## config.mk

```make
export PLATFORM = sky130hd
export DESIGN_NAME = raster_test_source
export DESIGN_NICKNAME = d
export VERILOG_FILES = /design/src/rtl/raster_pkg.sv /design/src/rtl/raster_counter.sv /design/src/rtl/raster_test_source.sv
export SDC_FILE = /design/constraint.sdc
export NUM_CORES = 1
export LEC_CHECK = 0
export ABC_AREA = 1
export BUFFER_PORTS_ARGS = -buffer_cell sky130_fd_sc_hd__buf_2
export CAP_MARGIN = 0
export CELL_PAD_IN_SITES_DETAIL_PLACEMENT = 1
export CELL_PAD_IN_SITES_GLOBAL_PLACEMENT = 1
export CORE_UTILIZATION = 40
export CTS_CLUSTER_SIZE = 20
export DETAILED_ROUTE_END_ITERATION = 7
export PLACE_DENSITY = 0.85
export SETUP_SLACK_MARGIN = 0.4
export SYNTH_ARGS = -nofsm -noshare
export SYNTH_HDL_FRONTEND = slang
export SYNTH_SLANG_ARGS = --single-unit
```

## constraint.sdc

```tcl
create_clock -name clock -period 2.24 [get_ports clock]
set_input_delay 0.448 -clock clock [delete_from_list [all_inputs] [get_ports clock]]
set_output_delay 0.448 -clock clock [all_outputs]
set_load 0.03 [all_outputs]
```

## src/rtl/raster_pkg.sv

```systemverilog
// Shared definitions for the raster test source: pattern selectors and
// the sequencing states of the beat generator.
package raster_pkg;

  localparam logic [1:0] MODE_CONST   = 2'd0;
  localparam logic [1:0] MODE_XRAMP   = 2'd1;
  localparam logic [1:0] MODE_CHECKER = 2'd2;
  localparam logic [1:0] MODE_XORPAT  = 2'd3;

  typedef enum logic [1:0] {
    IDLE   = 2'd0,
    ACTIVE = 2'd1,
    BLANK  = 2'd2
  } state_t;

endpackage

```

## src/rtl/raster_counter.sv

```systemverilog
// Scan-position pointer: walks x across a line, then y down the frame,
// wrapping to the origin after the last pixel of the frame.
module raster_counter #(
  parameter int FRAME_W = 36,
  parameter int FRAME_H = 36,
  parameter int X_W     = 6,
  parameter int Y_W     = 6
) (
  input  logic           clock,
  input  logic           advance,
  input  logic           clear,
  output logic [X_W-1:0] x,
  output logic [Y_W-1:0] y,
  output logic           last_x,
  output logic           last_frame
);

  assign last_x     = (x == X_W'(FRAME_W - 1));
  assign last_frame = last_x && (y == Y_W'(FRAME_H - 1));

  always_ff @(posedge clock) begin
    if (clear) begin
      x <= '0;
      y <= '0;
    end else if (advance) begin
      if (last_x) begin
        x <= '0;
        y <= last_frame ? '0 : y + 1'b1;
      end else begin
        x <= x + 1'b1;
      end
    end
  end

endmodule

```

## src/rtl/raster_test_source.sv

```systemverilog
// Camera-like raster stream generator with valid/ready backpressure,
// horizontal blanking, frame/line markers and selectable test patterns.
module raster_test_source
  import raster_pkg::*;
#(
  parameter int FRAME_W = 36,
  parameter int FRAME_H = 36,
  parameter int X_W     = 6,
  parameter int Y_W     = 6,
  parameter int PIXEL_W = 9,
  parameter int HBLANK  = 0
) (
  input  logic               clock,
  input  logic               reset,
  input  logic               enable,
  input  logic [1:0]         mode,
  input  logic [PIXEL_W-1:0] const_pixel,
  input  logic               out_ready,
  output logic               out_valid,
  output logic [X_W-1:0]     screen_x,
  output logic [Y_W-1:0]     screen_y,
  output logic [PIXEL_W-1:0] pixel,
  output logic               frame_start,
  output logic               line_end,
  output logic               frame_end,
  output logic [7:0]         frame_count
);

  localparam int XY_W    = (X_W > Y_W) ? X_W : Y_W;
  localparam int BLANK_W = (HBLANK > 1) ? $clog2(HBLANK) : 1;

  state_t               state_reg;
  logic [1:0]           mode_reg;
  logic [PIXEL_W-1:0]   const_reg;
  logic                 run_reg;
  logic [BLANK_W-1:0]   blank_cnt_reg;

  logic [X_W-1:0]       ptr_x;
  logic [Y_W-1:0]       ptr_y;
  logic                 ptr_last_x;
  logic                 ptr_last_frame;

  logic                 accept;
  logic                 load;
  logic                 at_origin;
  logic                 blank_done;
  logic [1:0]           load_mode;
  logic [PIXEL_W-1:0]   load_const;

  function automatic logic [PIXEL_W-1:0] pattern(
    input logic [1:0]         m,
    input logic [PIXEL_W-1:0] c,
    input logic [X_W-1:0]     px,
    input logic [Y_W-1:0]     py
  );
    case (m)
      MODE_CONST:   return c;
      MODE_XRAMP:   return PIXEL_W'(px);
      MODE_CHECKER: return (px[0] ^ py[0]) ? c : '0;
      default:      return PIXEL_W'(XY_W'(px) ^ XY_W'(py));
    endcase
  endfunction

  // The pointer names the beat to be loaded next; the output registers
  // hold the beat currently presented.
  raster_counter #(
    .FRAME_W(FRAME_W),
    .FRAME_H(FRAME_H),
    .X_W    (X_W),
    .Y_W    (Y_W)
  ) u_counter (
    .clock     (clock),
    .advance   (load),
    .clear     (reset || (state_reg == IDLE && !enable)),
    .x         (ptr_x),
    .y         (ptr_y),
    .last_x    (ptr_last_x),
    .last_frame(ptr_last_frame)
  );

  assign accept     = out_valid && out_ready;
  assign at_origin  = (ptr_x == '0) && (ptr_y == '0);
  assign blank_done = (state_reg == BLANK) && (int'(blank_cnt_reg) == HBLANK - 1);
  assign load_mode  = at_origin ? mode : mode_reg;
  assign load_const = at_origin ? const_pixel : const_reg;

  always_comb begin
    load = 1'b0;
    case (state_reg)
      IDLE:    load = enable;
      ACTIVE:  load = accept && !(line_end && (HBLANK > 0)) && !(frame_end && !enable);
      BLANK:   load = blank_done && run_reg;
      default: load = 1'b0;
    endcase
  end

  always_ff @(posedge clock) begin
    if (reset) begin
      state_reg     <= IDLE;
      mode_reg      <= MODE_CONST;
      const_reg     <= '0;
      run_reg       <= 1'b0;
      blank_cnt_reg <= '0;
      out_valid     <= 1'b0;
      screen_x      <= '0;
      screen_y      <= '0;
      pixel         <= '0;
      frame_start   <= 1'b0;
      line_end      <= 1'b0;
      frame_end     <= 1'b0;
      frame_count   <= '0;
    end else begin
      if (load) begin
        state_reg   <= ACTIVE;
        out_valid   <= 1'b1;
        screen_x    <= ptr_x;
        screen_y    <= ptr_y;
        pixel       <= pattern(load_mode, load_const, ptr_x, ptr_y);
        frame_start <= at_origin;
        line_end    <= ptr_last_x;
        frame_end   <= ptr_last_frame;
        if (at_origin) begin
          mode_reg  <= mode;
          const_reg <= const_pixel;
        end
      end else if (accept) begin
        out_valid   <= 1'b0;
        frame_start <= 1'b0;
        line_end    <= 1'b0;
        frame_end   <= 1'b0;
      end

      if (accept && frame_end) begin
        frame_count <= frame_count + 8'd1;
      end

      // enable is only consulted when the last beat of a frame is taken.
      case (state_reg)
        ACTIVE: begin
          if (accept && line_end) begin
            if (HBLANK > 0) begin
              state_reg     <= BLANK;
              blank_cnt_reg <= '0;
              run_reg       <= !frame_end || enable;
            end else if (frame_end && !enable) begin
              state_reg <= IDLE;
            end
          end
        end
        BLANK: begin
          blank_cnt_reg <= blank_cnt_reg + 1'b1;
          if (blank_done) begin
            state_reg <= run_reg ? ACTIVE : IDLE;
          end
        end
        default: ;
      endcase
    end
  end

endmodule

```

======== Word level (Yosys, flattened, before mapping) ========
Cells that the tools add are included.
Widths: inputs -> output; s select.
word-level totals
  latch bits .............................. 0
  logic and storage cells ................. 56
  output and inout port bits .............. 33
  bits in registers ....................... 58
  input port bits ......................... 15
  RAM bits ................................ 0
  memories ................................ 0
  bits in read-only memories .............. 0
operators by class
  $lt $le $gt $ge ......................... 0
  shift operators ......................... 0
  bitwise operators ....................... 2
  $mul .................................... 0
  divide/modulo/power cells ............... 0
  equal/unequal tests ..................... 5
  reductions and logical operators ........ 17
  add/subtract/negate cells ............... 3
  muxes and demuxes ....................... 16
operators by type and width
  kind                 number
  $pmux 9 s3           1
  $mux 9               2
  $add 6x1->6 const B  2
  $eq 6x6->1 const B   2
  $logic_not 6->1      2
  $mux 6               2
  $mux 2               5
  $add 8x1->8 const B  1
  $logic_and 1x1->1    8
  $xor 6x6->6          1
  $mux 1               5
  $eq 2x1->1 const B   2
  $logic_not 2->1      2
  $eq 2x2->1 const B   1
  $logic_not 1->1      2
  $pmux 1 s2           1
  $reduce_and 2->1     1
  $reduce_bool 2->1    1
  $logic_or 1x1->1     1
  $xor 1x1->1          1

======== Logic depth before layout (Yosys ltp) ========
  depth after elaboration ................. 9
  gate-level depth with buffers ........... 14
  mapped depth without buffers ............ 14

======== By module ========
Synthesis repeated with hierarchy kept, for this count alone.
second synthesis, totals
  cell total of the unflattened synthesis .. 417
  area, all modules ....................... 2,941.6 µm²
by module, submodules not included
  module              seq. area each (µm²)  times used  cells an instance  area an instance (µm²)
  raster_test_source  920.9                 1           330                2,334.7
  raster_counter      240.2                 1           87                 606.8

======== Least setup slack after synthesis ========
No wires, ideal clock.
  kind .................................... register -> register
  start ................................... register out_valid
  end ..................................... register frame_count[7]
  data required time ...................... 2.121 ns
  path slack .............................. 0.621 ns
  stages on the path, launching flop included .. 10
  setup time .............................. 0.119 ns
  data arrival time ....................... 1.500 ns
  cells stage by stage .................... dfxtp_1 > nand2_1 > inv_1 > nand2_1 > nor2_1 > nand2_1 > nor3_1 > nand2_1 > o21ai_0 > a21oi_1
between the ends
  word-level cells in the longest chain between the ends .. 2
ends and longest elaborated chain
  item                      line                       source
  start: declaration        raster_test_source.sv:19   output logic out_valid,
  start signal: assignment  raster_test_source.sv:104  out_valid <= 1'b0;
  start signal: assignment  raster_test_source.sv:115  out_valid <= 1'b1;
  start signal: assignment  raster_test_source.sv:127  out_valid <= 1'b0;
  $logic_and 1x1->1         raster_test_source.sv:81   assign accept = out_valid && out_ready;
  $logic_and 1x1->1         raster_test_source.sv:133  if (accept && frame_end) begin
  end signal: assignment    raster_test_source.sv:134  frame_count <= frame_count + 8'd1;
  end: declaration          raster_test_source.sv:26   output logic [7:0] frame_count
Every way passes these cells.
A chain may end at the register's enable or synchronous reset.

======== Worst setup path after layout ========
  start ................................... register u_counter.x[2]
  end ..................................... register pixel[1]
between the ends
  word-level cells in the longest chain between the ends .. 5
  elaborated cells on any way between the ends .. 9
  those cells by class .................... 2 x eq/ne; 4 x mux; 3 x reduce/logical
ends and longest elaborated chain
  item                                     line                       source
  start: declaration                       raster_counter.sv:12       output logic [X_W-1:0] x,
  start signal: assignment                 raster_counter.sv:30       x <= x + 1'b1;
  $logic_not 6->1 *                        raster_test_source.sv:82   assign at_origin = (ptr_x == '0) && (ptr_y == '0);
  $logic_and 1x1->1 *                      raster_test_source.sv:82
  $mux 2 / $mux 9 (equally long branches)  --
  $eq 2x2->1 (tied with other cells)       raster_test_source.sv:56   case (m)
  $pmux 9 s3 *                             raster_test_source.sv:56
  end signal: assignment                   raster_test_source.sv:118  pixel <= pattern(load_mode, load_const, ptr_x, ptr_y);
  end: declaration                         raster_test_source.sv:22   output logic [PIXEL_W-1:0] pixel,
Every way passes the cells marked *; elsewhere a longest branch is shown, timed or not.

==> results_dict.tcl <==
set metrics [dict create \
    status "complete, no violations" \
    overflow 0 \
    ys_dominant_reg_cell "dfxtp_1" \
    synth_edf_count 0 \
    die_w_um 84.58 \
    synth_commonest_cells "nand2_1 (79), dfxtp_1 (58), nor2_1 (40)" \
    worstSetupEndpointType "flip-flop" \
    yosysUniqueCellTypes 34 \
    tightest_slew_ns 0.3843 \
    synthMuxAreaShare 0 \
    synth_adder_area_share 0.02294 \
    clk_path_buf_depth 2 \
    grt_antenna_before_repair 0 \
    period_minus_slack_ns 1.883 \
    grt.total_usage 0.2367 \
    htreeDepth 3 \
    worstSkewPairLatency_ns 0.35 \
    cap_violations 0 \
    fp.coreArea_um2 6459 \
    min_from "const_pixel[1]" \
    maxSlewViolCount 0 \
    cts_hold_buf 0 \
    place_congestion 0.8551 \
    period_share 0.8407 \
    vias 2882 \
    start_util 0.4223 \
    hpwl_mm 5.680 \
    critPathLaunchType "flip-flop" \
    die_area_um2 7153 \
    synth-seq-cells 58 \
    setup_ws_ns 0.3569 \
    dpl_cell_area_um2 3083 \
    synth_top_area_cell "dfxtp_1" \
    synth_top_cell_area_share 0.4257 \
    grt_first_pass_wirelength_mm 13.08 \
    synth.area.top_cells "dfxtp_1 (43%), nand2_1 (11%), a21oi_1 (6.2%)" \
    worst-setup-path-type "reg -> reg" \
    tritoncts "built" \
    timing.slew.headroom 0.7431 \
    finalHoldViolations 0 \
    synth_compound_area_frac 0.1583 \
    post_synth.cell_area_avg_um2 7.178 \
    power.leakage_uw 0.001595 \
    cts_made_buffers 9 \
    cp.arrival_ns 2.17 \
    synth_top_family_by_area "simple AND/OR/NAND/NOR gates" \
    cp.required_ns 2.53 \
    rsz0062_at_grt "false" \
    drt_iter0_drc 151 \
    vias_per_cell 5.438 \
    synth.most_common_cell "nand2_1" \
    fin_area_um2 3448 \
    synth_area_um2 2728 \
    min_to "const_reg[1]" \
    layout.nets 470 \
    ir_worst_vdd_uv 327.8 \
    multi_input_area_um2 1403 \
    ys_seq_area_frac 0.4257 \
    drt_pass1_iterations 6 \
    reg2reg_depth 11 \
    grt_max_degree 31 \
    setup_tns_ns 0 \
    p_per_area_nw_per_um2 756.0 \
    fin_worst_skew_ns 0.007750 \
    synth-simple-area-share 0.2917 \
    netlist_instances 380 \
    async_reset_ff_frac 0 \
    regArea_um2 1174 \
    hold_path_depth 3 \
    finalSetupViolCount 0 \
    clkSinkCount 58 \
    die_h_um 84.58 \
    r2r-start "u_counter.x[2]" \
    drive_above_1_share 0.2737 \
    route.final.wire_length_mm 9.051 \
    yosys_warnings 0 \
    timing.hold.ws_ns 0.3895 \
    ant_nets 0 \
    syn_nets 400 \
    remaining_drc_errors 0 \
    ios 48 \
    hold_path.class "in -> reg" \
    nFillCells 836 \
    dp_slack_ns 0.2919 \
    area_growth_pct 26.42 \
    diodes 0 \
    wl_per_cell_um 17.08 \
    path_clk_slew_ns 0.07 \
    crit_fanout 9 \
    port_buffers 47 \
    reg2reg_slack_ns 0.36 \
    root_buffer "clkbuf_8" \
    synth-xor-area-share 0.02248 \
    clock.fmax_mhz 531.0 \
    grt_pass1_vias 2753 \
    timing.rr.end "pixel[1]" \
    rows 29 \
]
==> report_power, final <==
| part | switching, uW | internal, uW |
|---|---|---|
| logic | 371 | 192 |
| registers | 39.4 | 1090 |
| clock network | 418 | 495 |
| total | 829 | 1780 |
==> layer usage <==
metal	share of wire	vias to the layer above	GRT usage
li1	-	1371	-
met1	0.42	1383	0.2834
met2	0.49	91	0.3932
met3	0.044	37	0.04818
met4	0.045	0	0.1402
met5	0	-	0
==> worst max-delay path, stage by stage, from the launching register on <==
cell	delay, ns
dfxtp_1	0.39
nor2_2	0.27
nand3_2	0.18
nor2_4	0.18
buf_6	0.14
buf_12	0.12
nand2_1	0.06
nand2_1	0.09
nand3_1	0.09
nand2_1	0.10
nand2_2	0.07
a21oi_2	0.13
==> cell families after synthesis <==
group	after synthesis
AND/OR/NAND/NOR	177
AO/OA/AOI/OAI	79
adder cells (fa/ha/maj)	5
XOR/XNOR	7
buffers and inverters	54
flip-flops	58
==> cells in the final DEF, fill, tap and decap left out, types with 2 or more instances in the layout <==
cell / n
nand2_1: 77
dfxtp_1: 54
buf_2: 47
nor2_1: 39
inv_1: 34
a21oi_1: 34
o21ai_0: 28
nand3_1: 24
buf_4: 17
nor3_1: 9
clkbuf_8: 9
inv_2: 6
nand2_4: 6
nand2_2: 6
xnor2_1: 5
a21oi_2: 5
nor2_2: 4
o21ai_1: 4
nand4_1: 4
clkinv_2: 4
ha_1: 4
nand3_2: 3
a31oi_1: 3
buf_12: 3
dfxtp_4: 3
nor2_4: 2
o21bai_1: 2
clkinv_1: 2
xor2_1: 2
==> cell type report <==
type / instances / share of cell area
Tap cell: 77 / 0.02794
Sequential cell: 58 / 0.3403
Clock inverter: 4 / 0.01306
Inverter: 44 / 0.04898
Clock buffer: 10 / 0.03701
Multi-Input combinational cell: 269 / 0.4067
Timing Repair Buffer: 68 / 0.1259
==> worst max-delay path by stage <==
stage,start,endpoint,slack [ns],depth (start not counted)
final,u_counter.x[2],pixel[1],0.36,11
after global routing,u_counter.x[2],pixel[4],0.24,11
after CTS,u_counter.y[0],pixel[1],0.40,13
after detailed placement,u_counter.y[0],pixel[2],0.29,12
after global placement,out_ready,u_counter.x[5],0.36,10
after floorplan,out_valid,frame_count[7],0.62,9
==> repair_timing <==
action | 4_1_cts | 5_1_grt
hold endpoints to repair | 0 | 0
setup endpoints to repair | 10 | 20
gates cloned | 0 | 1
buffers inserted | 1 | 12
pin swaps | 3 | 7
gates resized for setup | 8 | 25
==> stage by stage <==
stage / utilization / total power [uW] / std cells
after floorplan: - / 1479 / 380
after global placement: 0.4773 / 1605 / 502
after detailed placement: 0.4773 / 1621 / 502
after CTS: 0.5074 / 2542 / 517
after global routing: 0.5339 / 2707 / 530
final: 0.5339 / 2607 / 530
Note: power is estimated with default switching activity, not from simulation.
